==> src/rtl/vga_scan_driver_if.sv <==
// ============================================================================
// Module  : vga_scan_driver_if
// Purpose : Raster, colour and snapshot signals between the scan driver and
//           the screen colouring logic / VGA pins.
// Revision: 1.0 - initial release
// ============================================================================
`default_nettype none

interface vga_scan_driver_if;
  logic [47:0] numbers_concat;
  logic [2:0]  pix_r;
  logic [2:0]  pix_g;
  logic [1:0]  pix_b;
  logic [9:0]  sx;
  logic [9:0]  sy;
  logic [47:0] numbers_latched;
  logic        pix_stb;
  logic        frame_start;
  logic        vga_hsync;
  logic        vga_vsync;
  logic [2:0]  vga_r;
  logic [2:0]  vga_g;
  logic [1:0]  vga_b;

  modport master (
    input  numbers_concat, pix_r, pix_g, pix_b,
    output sx, sy, numbers_latched, pix_stb, frame_start,
           vga_hsync, vga_vsync, vga_r, vga_g, vga_b
  );

  modport slave (
    output numbers_concat, pix_r, pix_g, pix_b,
    input  sx, sy, numbers_latched, pix_stb, frame_start,
           vga_hsync, vga_vsync, vga_r, vga_g, vga_b
  );
endinterface

`default_nettype wire

==> src/rtl/vga_scan_driver.sv <==
// ============================================================================
// Module  : vga_scan_driver
// Purpose : VGA pixel strobe, scan counters, sync generation, registered
//           colour output and frame-boundary snapshot of the display numbers.
// Revision: 1.0 - initial release
// ============================================================================
`default_nettype none

module vga_scan_driver #(
  parameter int H_VISIBLE = 640,
  parameter int H_FRONT   = 16,
  parameter int H_SYNC    = 96,
  parameter int H_BACK    = 48,
  parameter int V_VISIBLE = 480,
  parameter int V_FRONT   = 10,
  parameter int V_SYNC    = 2,
  parameter int V_BACK    = 33,
  parameter int CLK_DIV   = 4
) (
  input  logic              clk,
  input  logic              rst,
  vga_scan_driver_if.master bus
);

  localparam int c_H_TOTAL = H_VISIBLE + H_FRONT + H_SYNC + H_BACK;
  localparam int c_V_TOTAL = V_VISIBLE + V_FRONT + V_SYNC + V_BACK;
  localparam int c_DIV_W   = (CLK_DIV > 1) ? $clog2(CLK_DIV) : 1;

  localparam logic [c_DIV_W-1:0] c_DIV_LAST = c_DIV_W'(CLK_DIV - 1);

  localparam logic [9:0] c_H_LAST     = 10'(c_H_TOTAL - 1);
  localparam logic [9:0] c_V_LAST     = 10'(c_V_TOTAL - 1);
  localparam logic [9:0] c_H_VIS      = 10'(H_VISIBLE);
  localparam logic [9:0] c_V_VIS      = 10'(V_VISIBLE);
  localparam logic [9:0] c_HS_START   = 10'(H_VISIBLE + H_FRONT);
  localparam logic [9:0] c_HS_END     = 10'(H_VISIBLE + H_FRONT + H_SYNC);
  localparam logic [9:0] c_VS_START   = 10'(V_VISIBLE + V_FRONT);
  localparam logic [9:0] c_VS_END     = 10'(V_VISIBLE + V_FRONT + V_SYNC);

  logic [c_DIV_W-1:0] r_div;
  logic [9:0]         r_sx;
  logic [9:0]         r_sy;
  logic [47:0]        r_numbers;
  logic [2:0]         r_vga_r;
  logic [2:0]         r_vga_g;
  logic [1:0]         r_vga_b;
  logic               r_hsync;
  logic               r_vsync;

  logic w_pix_stb;
  logic w_h_last;
  logic w_v_last;
  logic w_frame_start;
  logic w_de;
  logic w_hsync_raw;
  logic w_vsync_raw;

  assign w_pix_stb     = (r_div == c_DIV_LAST);
  assign w_h_last      = (r_sx == c_H_LAST);
  assign w_v_last      = (r_sy == c_V_LAST);
  assign w_frame_start = w_pix_stb && w_h_last && w_v_last;
  assign w_de          = (r_sx < c_H_VIS) && (r_sy < c_V_VIS);
  assign w_hsync_raw   = !((r_sx >= c_HS_START) && (r_sx < c_HS_END));
  assign w_vsync_raw   = !((r_sy >= c_VS_START) && (r_sy < c_VS_END));

  always_ff @(posedge clk or posedge rst) begin
    if (rst) begin
      r_div <= '0;
    end else if (w_pix_stb) begin
      r_div <= '0;
    end else begin
      r_div <= r_div + 1'b1;
    end
  end

  // Wrap on exact equality so the counters can never leave the raster.
  always_ff @(posedge clk or posedge rst) begin
    if (rst) begin
      r_sx <= '0;
      r_sy <= '0;
    end else if (w_pix_stb) begin
      if (w_h_last) begin
        r_sx <= '0;
        r_sy <= w_v_last ? 10'd0 : r_sy + 10'd1;
      end else begin
        r_sx <= r_sx + 10'd1;
      end
    end
  end

  // Colour and sync share this stage so they stay pixel-aligned at the pins.
  always_ff @(posedge clk or posedge rst) begin
    if (rst) begin
      r_vga_r <= '0;
      r_vga_g <= '0;
      r_vga_b <= '0;
      r_hsync <= 1'b1;
      r_vsync <= 1'b1;
    end else if (w_pix_stb) begin
      r_vga_r <= w_de ? bus.pix_r : 3'd0;
      r_vga_g <= w_de ? bus.pix_g : 3'd0;
      r_vga_b <= w_de ? bus.pix_b : 2'd0;
      r_hsync <= w_hsync_raw;
      r_vsync <= w_vsync_raw;
    end
  end

  always_ff @(posedge clk or posedge rst) begin
    if (rst) begin
      r_numbers <= '0;
    end else if (w_frame_start) begin
      r_numbers <= bus.numbers_concat;
    end
  end

  assign bus.sx              = r_sx;
  assign bus.sy              = r_sy;
  assign bus.numbers_latched = r_numbers;
  assign bus.pix_stb         = w_pix_stb;
  assign bus.frame_start     = w_frame_start;
  assign bus.vga_hsync       = r_hsync;
  assign bus.vga_vsync       = r_vsync;
  assign bus.vga_r           = r_vga_r;
  assign bus.vga_g           = r_vga_g;
  assign bus.vga_b           = r_vga_b;

endmodule

`default_nettype wire

==> src/flat_wrapper.sv <==
// flat-port wrapper written by rule: the top's interface ports become plain ports
module vga_scan_driver_flat 
#(
  parameter int H_VISIBLE = 640,
  parameter int H_FRONT   = 16,
  parameter int H_SYNC    = 96,
  parameter int H_BACK    = 48,
  parameter int V_VISIBLE = 480,
  parameter int V_FRONT   = 10,
  parameter int V_SYNC    = 2,
  parameter int V_BACK    = 33,
  parameter int CLK_DIV   = 4
)
  (clk, rst, bus_numbers_concat, bus_pix_r, bus_pix_g, bus_pix_b, bus_sx, bus_sy, bus_numbers_latched, bus_pix_stb, bus_frame_start, bus_vga_hsync, bus_vga_vsync, bus_vga_r, bus_vga_g, bus_vga_b);
  vga_scan_driver_if bus_i ();
  input  logic clk;
  input  logic rst;
  input wire logic [$bits(bus_i.numbers_concat)-1:0] bus_numbers_concat;
  input wire logic [$bits(bus_i.pix_r)-1:0] bus_pix_r;
  input wire logic [$bits(bus_i.pix_g)-1:0] bus_pix_g;
  input wire logic [$bits(bus_i.pix_b)-1:0] bus_pix_b;
  output wire logic [$bits(bus_i.sx)-1:0] bus_sx;
  output wire logic [$bits(bus_i.sy)-1:0] bus_sy;
  output wire logic [$bits(bus_i.numbers_latched)-1:0] bus_numbers_latched;
  output wire logic [$bits(bus_i.pix_stb)-1:0] bus_pix_stb;
  output wire logic [$bits(bus_i.frame_start)-1:0] bus_frame_start;
  output wire logic [$bits(bus_i.vga_hsync)-1:0] bus_vga_hsync;
  output wire logic [$bits(bus_i.vga_vsync)-1:0] bus_vga_vsync;
  output wire logic [$bits(bus_i.vga_r)-1:0] bus_vga_r;
  output wire logic [$bits(bus_i.vga_g)-1:0] bus_vga_g;
  output wire logic [$bits(bus_i.vga_b)-1:0] bus_vga_b;
  assign bus_i.numbers_concat = bus_numbers_concat;
  assign bus_i.pix_r = bus_pix_r;
  assign bus_i.pix_g = bus_pix_g;
  assign bus_i.pix_b = bus_pix_b;
  assign bus_sx = bus_i.sx;
  assign bus_sy = bus_i.sy;
  assign bus_numbers_latched = bus_i.numbers_latched;
  assign bus_pix_stb = bus_i.pix_stb;
  assign bus_frame_start = bus_i.frame_start;
  assign bus_vga_hsync = bus_i.vga_hsync;
  assign bus_vga_vsync = bus_i.vga_vsync;
  assign bus_vga_r = bus_i.vga_r;
  assign bus_vga_g = bus_i.vga_g;
  assign bus_vga_b = bus_i.vga_b;
  vga_scan_driver #(.H_VISIBLE(H_VISIBLE), .H_FRONT(H_FRONT), .H_SYNC(H_SYNC), .H_BACK(H_BACK), .V_VISIBLE(V_VISIBLE), .V_FRONT(V_FRONT), .V_SYNC(V_SYNC), .V_BACK(V_BACK), .CLK_DIV(CLK_DIV)) u_core (.clk(clk), .rst(rst), .bus(bus_i));
endmodule
==> config.mk <==
export PLATFORM = sky130hd
export DESIGN_NAME = vga_scan_driver_flat
export DESIGN_NICKNAME = d
export VERILOG_FILES = /design/src/rtl/vga_scan_driver_if.sv /design/src/rtl/vga_scan_driver.sv /design/src/flat_wrapper.sv
export SDC_FILE = /design/constraint.sdc
export NUM_CORES = 1
export LEC_CHECK = 0
export ABC_CLOCK_PERIOD_IN_PS = 3200
export CAP_MARGIN = 20
export CORE_MARGIN = 3
export CORE_UTILIZATION = 36
export CTS_BUF_LIST = sky130_fd_sc_hd__clkbuf_8
export DETAILED_ROUTE_END_ITERATION = 7
export PLACE_DENSITY = 0.69
export SLEW_MARGIN = 20
export SYNTH_ARGS = -nofsm -noshare
export SYNTH_HDL_FRONTEND = slang
export SYNTH_SLANG_ARGS = --single-unit
==> constraint.sdc <==
create_clock -name clk -period 3.2 [get_ports clk]
set_input_delay 0.96 -clock clk [delete_from_list [all_inputs] [get_ports clk]]
set_output_delay 0.96 -clock clk [all_outputs]
set_load 0.01 [all_outputs]
# After elaboration in Yosys (flattened, before gate mapping)
# Cells that the tools add are included.
[word_totals] register_bits=80 mem_count=0 elab_cells=35 latch_bits=0 input_bits=58 rom_bits=0 ram_bits=0
[classes] n_mul=0 n_eq_ne=3 bitwise_logic=0 mux=6 div_mod_pow=0 n_reduce_logical=8 add_sub_neg=3 shifts=0 n_lt_le_gt_ge=6
[op_table] operator="$add A10 B1 Y10 const B" count=2
[op_table] operator="$eq A10 B10 Y1 const B" count=2
[op_table] operator="$lt A10 B10 Y1 const B" count=2
[op_table] operator="$lt A10 B9 Y1 const B" count=2
[op_table] operator="$mux W10" count=2
[op_table] operator="$ge A10 B10 Y1 const B" count=1
[op_table] operator="$ge A10 B9 Y1 const B" count=1
[op_table] operator="$mux W3" count=2
[op_table] operator="$logic_and A1 B1 Y1" count=5
[op_table] operator="$mux W2" count=2
[op_table] operator="$add A2 B1 Y2 const B" count=1
[op_table] operator="$eq A2 B2 Y1 const B" count=1
[op_table] operator="$logic_not A1 Y1" count=2
[op_table] operator="$reduce_and A2 Y1" count=1

# Longest topological paths before layout
[depth] word_depth=3 ltp_mapped=7

# Worst setup path before layout
# OpenSTA, ideal clock, no wires.
[synth_path] path_type="flip-flop to output port" start="reg u_core.r_div[0]" end="out bus_frame_start" path_slack_ps=644 required_ps=2240 path_stages_with_launch=5 t_arrival_ps=1596 cell_sequence="dfrtp_1 -> ha_1 -> nand3_1 -> or3_1 -> nor2_1"
[synth_between] elab_chain_cells=3
[synth_rtl] element="from (decl)" line_no="vga_scan_driver.sv:40" rtl="logic [c_DIV_W-1:0] r_div;"
[synth_rtl] element="from (signal assigned)" line_no="vga_scan_driver.sv:72" rtl="r_div <= r_div + 1'b1;"
[synth_rtl] element="$eq A2 B2 Y1" line_no="vga_scan_driver.sv:58" rtl="assign w_pix_stb = (r_div == c_DIV_LAST);"
[synth_rtl] element="net bus_pix_stb" line_no="flat_wrapper.sv:25" rtl="output wire logic [$bits(bus_i.pix_stb)-1:0] bus_pix_stb;"
[synth_rtl] element="$logic_and A1 B1 Y1 (2 in a row)" line_no="vga_scan_driver.sv:61" rtl="assign w_frame_start = w_pix_stb && w_h_last && w_v_last;"
[synth_rtl] element="to (decl)" line_no="flat_wrapper.sv:26" rtl="output wire logic [$bits(bus_i.frame_start)-1:0] bus_frame_start;"
# The timed path passes the listed nets, and every way through them passes these cells.

# Final worst setup path
[layout_path] start="reg u_core.r_sy[0], in the netlist u_core.bus.sy[0]" end="out bus_frame_start"
[layout_between] elab_chain_cells=2
[layout_rtl] element="from (decl)" line_no="vga_scan_driver.sv:42" rtl="logic [9:0] r_sy;"
[layout_rtl] element="from (signal assigned)" line_no="vga_scan_driver.sv:84" rtl="r_sy <= w_v_last ? 10'd0 : r_sy + 10'd1;"
[layout_rtl] element="$eq A10 B10 Y1" line_no="vga_scan_driver.sv:60" rtl="assign w_v_last = (r_sy == c_V_LAST);"
[layout_rtl] element="$logic_and A1 B1 Y1" line_no="vga_scan_driver.sv:61"
# Every way passes these cells.

==> results.toml <==
[sta]
finalClockSkew_ps = 6.92
rsz0062_at_grt = "no"
post-route-min-period_ps = 3050
maxSlewHeadroom = 0.532
tns_ps = 0
post-route-period-util = 0.954
max_freq_mhz = 328
setup_viol = 0
tightestPinTransition_ps = 695
hold_violations = 0
slew_violations = 0
whs_ps = 444

[yosys]
synth_edf_count = 0
synth.cell_area_sq_um = 3370
synth_area_leader_cell = "dfrtp_1"
synthTopCellsByArea = "dfrtp_1 (58%), mux2_2 (15%), o21ai_0 (2.4%)"
netlist_instances = 265
synth_top_area_share = 0.579
yosys_warnings = 0
synthTopCellsByCount = "dfrtp_1 (78), mux2_2 (44), nand2_1 (18)"
synth_seq_cells = 80
synth.net_count = 328
yosysUniqueCellTypes = 36
synth.avg_cell_area_sq_um = 12.7
ys_async_sr_fraction = 1.00
yosysMostFrequentCell = "dfrtp_1"
yosysSeqAreaShare = 0.595
synth-main-ff-cell = "dfrtp_1"

[power]
powerDensity_nw_per_um2 = 372
peakVddDrop_mv = 0.226
leakage_nw = 2.29

[finish]
final_nets = 475
fillCellCount = 750
final_cells = 524
drive_gt1_frac = 0.171
diodes = 0
final_core_utilization = 0.573
syn2layout_area_growth_pct = 51.2

[clocking]
cts.sinks = 80
htreeDepth = 3
clk_path_buf_depth = 2
hold_buffers = 0
clock-root-buffer = "clkbuf_8"
cts_tree = "done"
cts_buffers = 9
clk_pin_slew_ps = 70
clk-insertion-delay-late_ps = 340

[floorplanning]
initial_utilization = 0.379
row_count = 34
core_area_sq_um = 8890
fp.dieW_um = 103
io-pin-count = 138
dieHeight_um = 103
fp.dieArea_sq_um = 10600

[routing]
drt_iter0_markers = 46
wl_um = 8080
ant_nets = 0
routedWlPerCell_um = 15.4
drc = 0
avgViaCountPerCell = 4.81
num_vias = 2522
dr.pass1.iters = 4

[setup_path]
r2r-end = "u_core.bus.numbers_latched[27]"
end_kind = "output pin"
cp_slowest_cell = "or4_4"
cp-start-kind = "register"
arrival_ps = 2090
worstReg2RegStart = "u_core.bus.sy[0]"
crit_fanout = 5
cp_top_family = "simple AND/OR/NAND/NOR gates"
path_class = "register to output pin"
cpPeakStageDelay_ps = 540
worst-path-buf-inv = 2
r2r_cells = 7
cp.required_ps = 2240
r2r_setup_slack_ps = 720
path_cells = "inv_1 > ha_1 > nand4_1 > or4_4 > nor2_2 > dlygate4sd2_1"

[min_path]
min_to = "u_core.r_div[0]"
worstHoldStart = "u_core.r_div[0]"
hold_depth = 1
worstHoldPathType = "register to register"

[grt]
grt.total_usage = 0.158
grt_pass1_wl_um = 12900
antenna_found_initial = 0
grt.overflow.total = 0
grt_max_degree = 52
grt_pass1_vias = 2599

[placement]
place_congestion = 0.798
dp_cells = 509
portBuffers = 137
dp_hpwl_um = 5990

[run_status]
status = "finished clean"

[job]
drv_cap = 0
## cell usage in the layout (no fill, tap or decap), drive strengths merged, types with 2 or more instances in the layout
master         instances
o21ai                 16
a21oi                  4
nand2                 18
dfstp                  2
dfrtp                 78
nor2                   8
or3                    5
mux2                  48
clkinv                 3
clkbuf                 9
nand3b                 2
nand4                  3
xnor2                  6
xor2                   4
and3                   3
nand3                 10
ha                     5
mux2i                  2
inv                   18
buf                    8
nor3                   7
or4                    3
bufinv                 2
clkdlybuf4s50        136
nor4                   4
## cells by family (layout without fill, tap and decap cells)
kind of cell / Yosys count / in the layout / synth area share
compound gates: 25 / 25 / 0.0405
simple gates: 69 / 69 / 0.114
fa+ha+maj: 5 / 5 / 0.0186
flops: 80 / 80 / 0.595
xor+xnor: 10 / 10 / 0.0260
mux: 50 / 50 / 0.166
buf+inv: 26 / 177 / 0.0401
## report_power, final
group	internal, mW	switching (mW)
logic	0.0739	0.0356
clock network	0.427	0.342
registers	1.02	0.00298
## worst max-delay path by stage
stage                           startpoint                       endpoint  slack (ps)  cells after the start
final                     u_core.bus.sy[0]                bus_frame_start         150                      6
after detailed placement  u_core.bus.sy[0]                bus_frame_start         200                      6
after CTS                 u_core.bus.sy[0]                bus_frame_start         120                      6
after global placement    u_core.bus.sy[0]                bus_frame_start         220                      6
after floorplan                        rst  u_core.bus.numbers_latched[0]         190                      1
after global routing      u_core.bus.sy[1]                bus_frame_start          20                      6
## flip-flops by register name, indices dropped and copies added (netlist names)
signal                      flops
u_core.bus.numbers_latched     48
u_core.bus.sx                  10
u_core.bus.sy                  10
u_core.bus.vga_g                3
u_core.bus.vga_r                3
u_core.bus.vga_b                2
u_core.r_div                    2
u_core.bus.vga_hsync            1
u_core.bus.vga_vsync            1
## through the flow
stage	power (mW)	cell area, sq um	worst slack (ps)
after CTS	1.93	5090	124
after global placement	1.15	4890	224
after floorplan	1.06	3370	192
after global routing	1.98	5090	18.3
final	1.90	5090	149
after detailed placement	1.15	4890	204
## layer usage
layer / wire length [um] / global-route usage / vias to the layer above / part of all wire
li1: - / - / 1223 / -
met2: 3810 / 0.257 / 82 / 0.47
met4: 92 / 0.0538 / 0 / 0.011
met1: 3570 / 0.206 / 1208 / 0.44
met5: 0 / 0 / - / 0
met3: 616 / 0.0413 / 9 / 0.076
## timing repair
item | 4_1_cts | 5_1_grt
endpoints found under the setup margin | 1 | 0
buffers inserted | 0 | 0
gates resized for setup | 2 | 0
## layout make-up
| class | count | area [sq um] | share of cell area |
|---|---|---|---|
| Clock inverter | 6 | 77.6 | 0.0152 |
| Sequential cell | 80 | 2000 | 0.394 |
| Multi-Input combinational cell | 159 | 1230 | 0.242 |
| Tap cell | 108 | 135 | 0.0265 |
| Inverter | 17 | 65.1 | 0.0128 |
| Timing Repair Buffer | 145 | 1460 | 0.286 |
| Clock buffer | 9 | 124 | 0.0243 |
No activity file was read; power rests on OpenSTA's default activity.
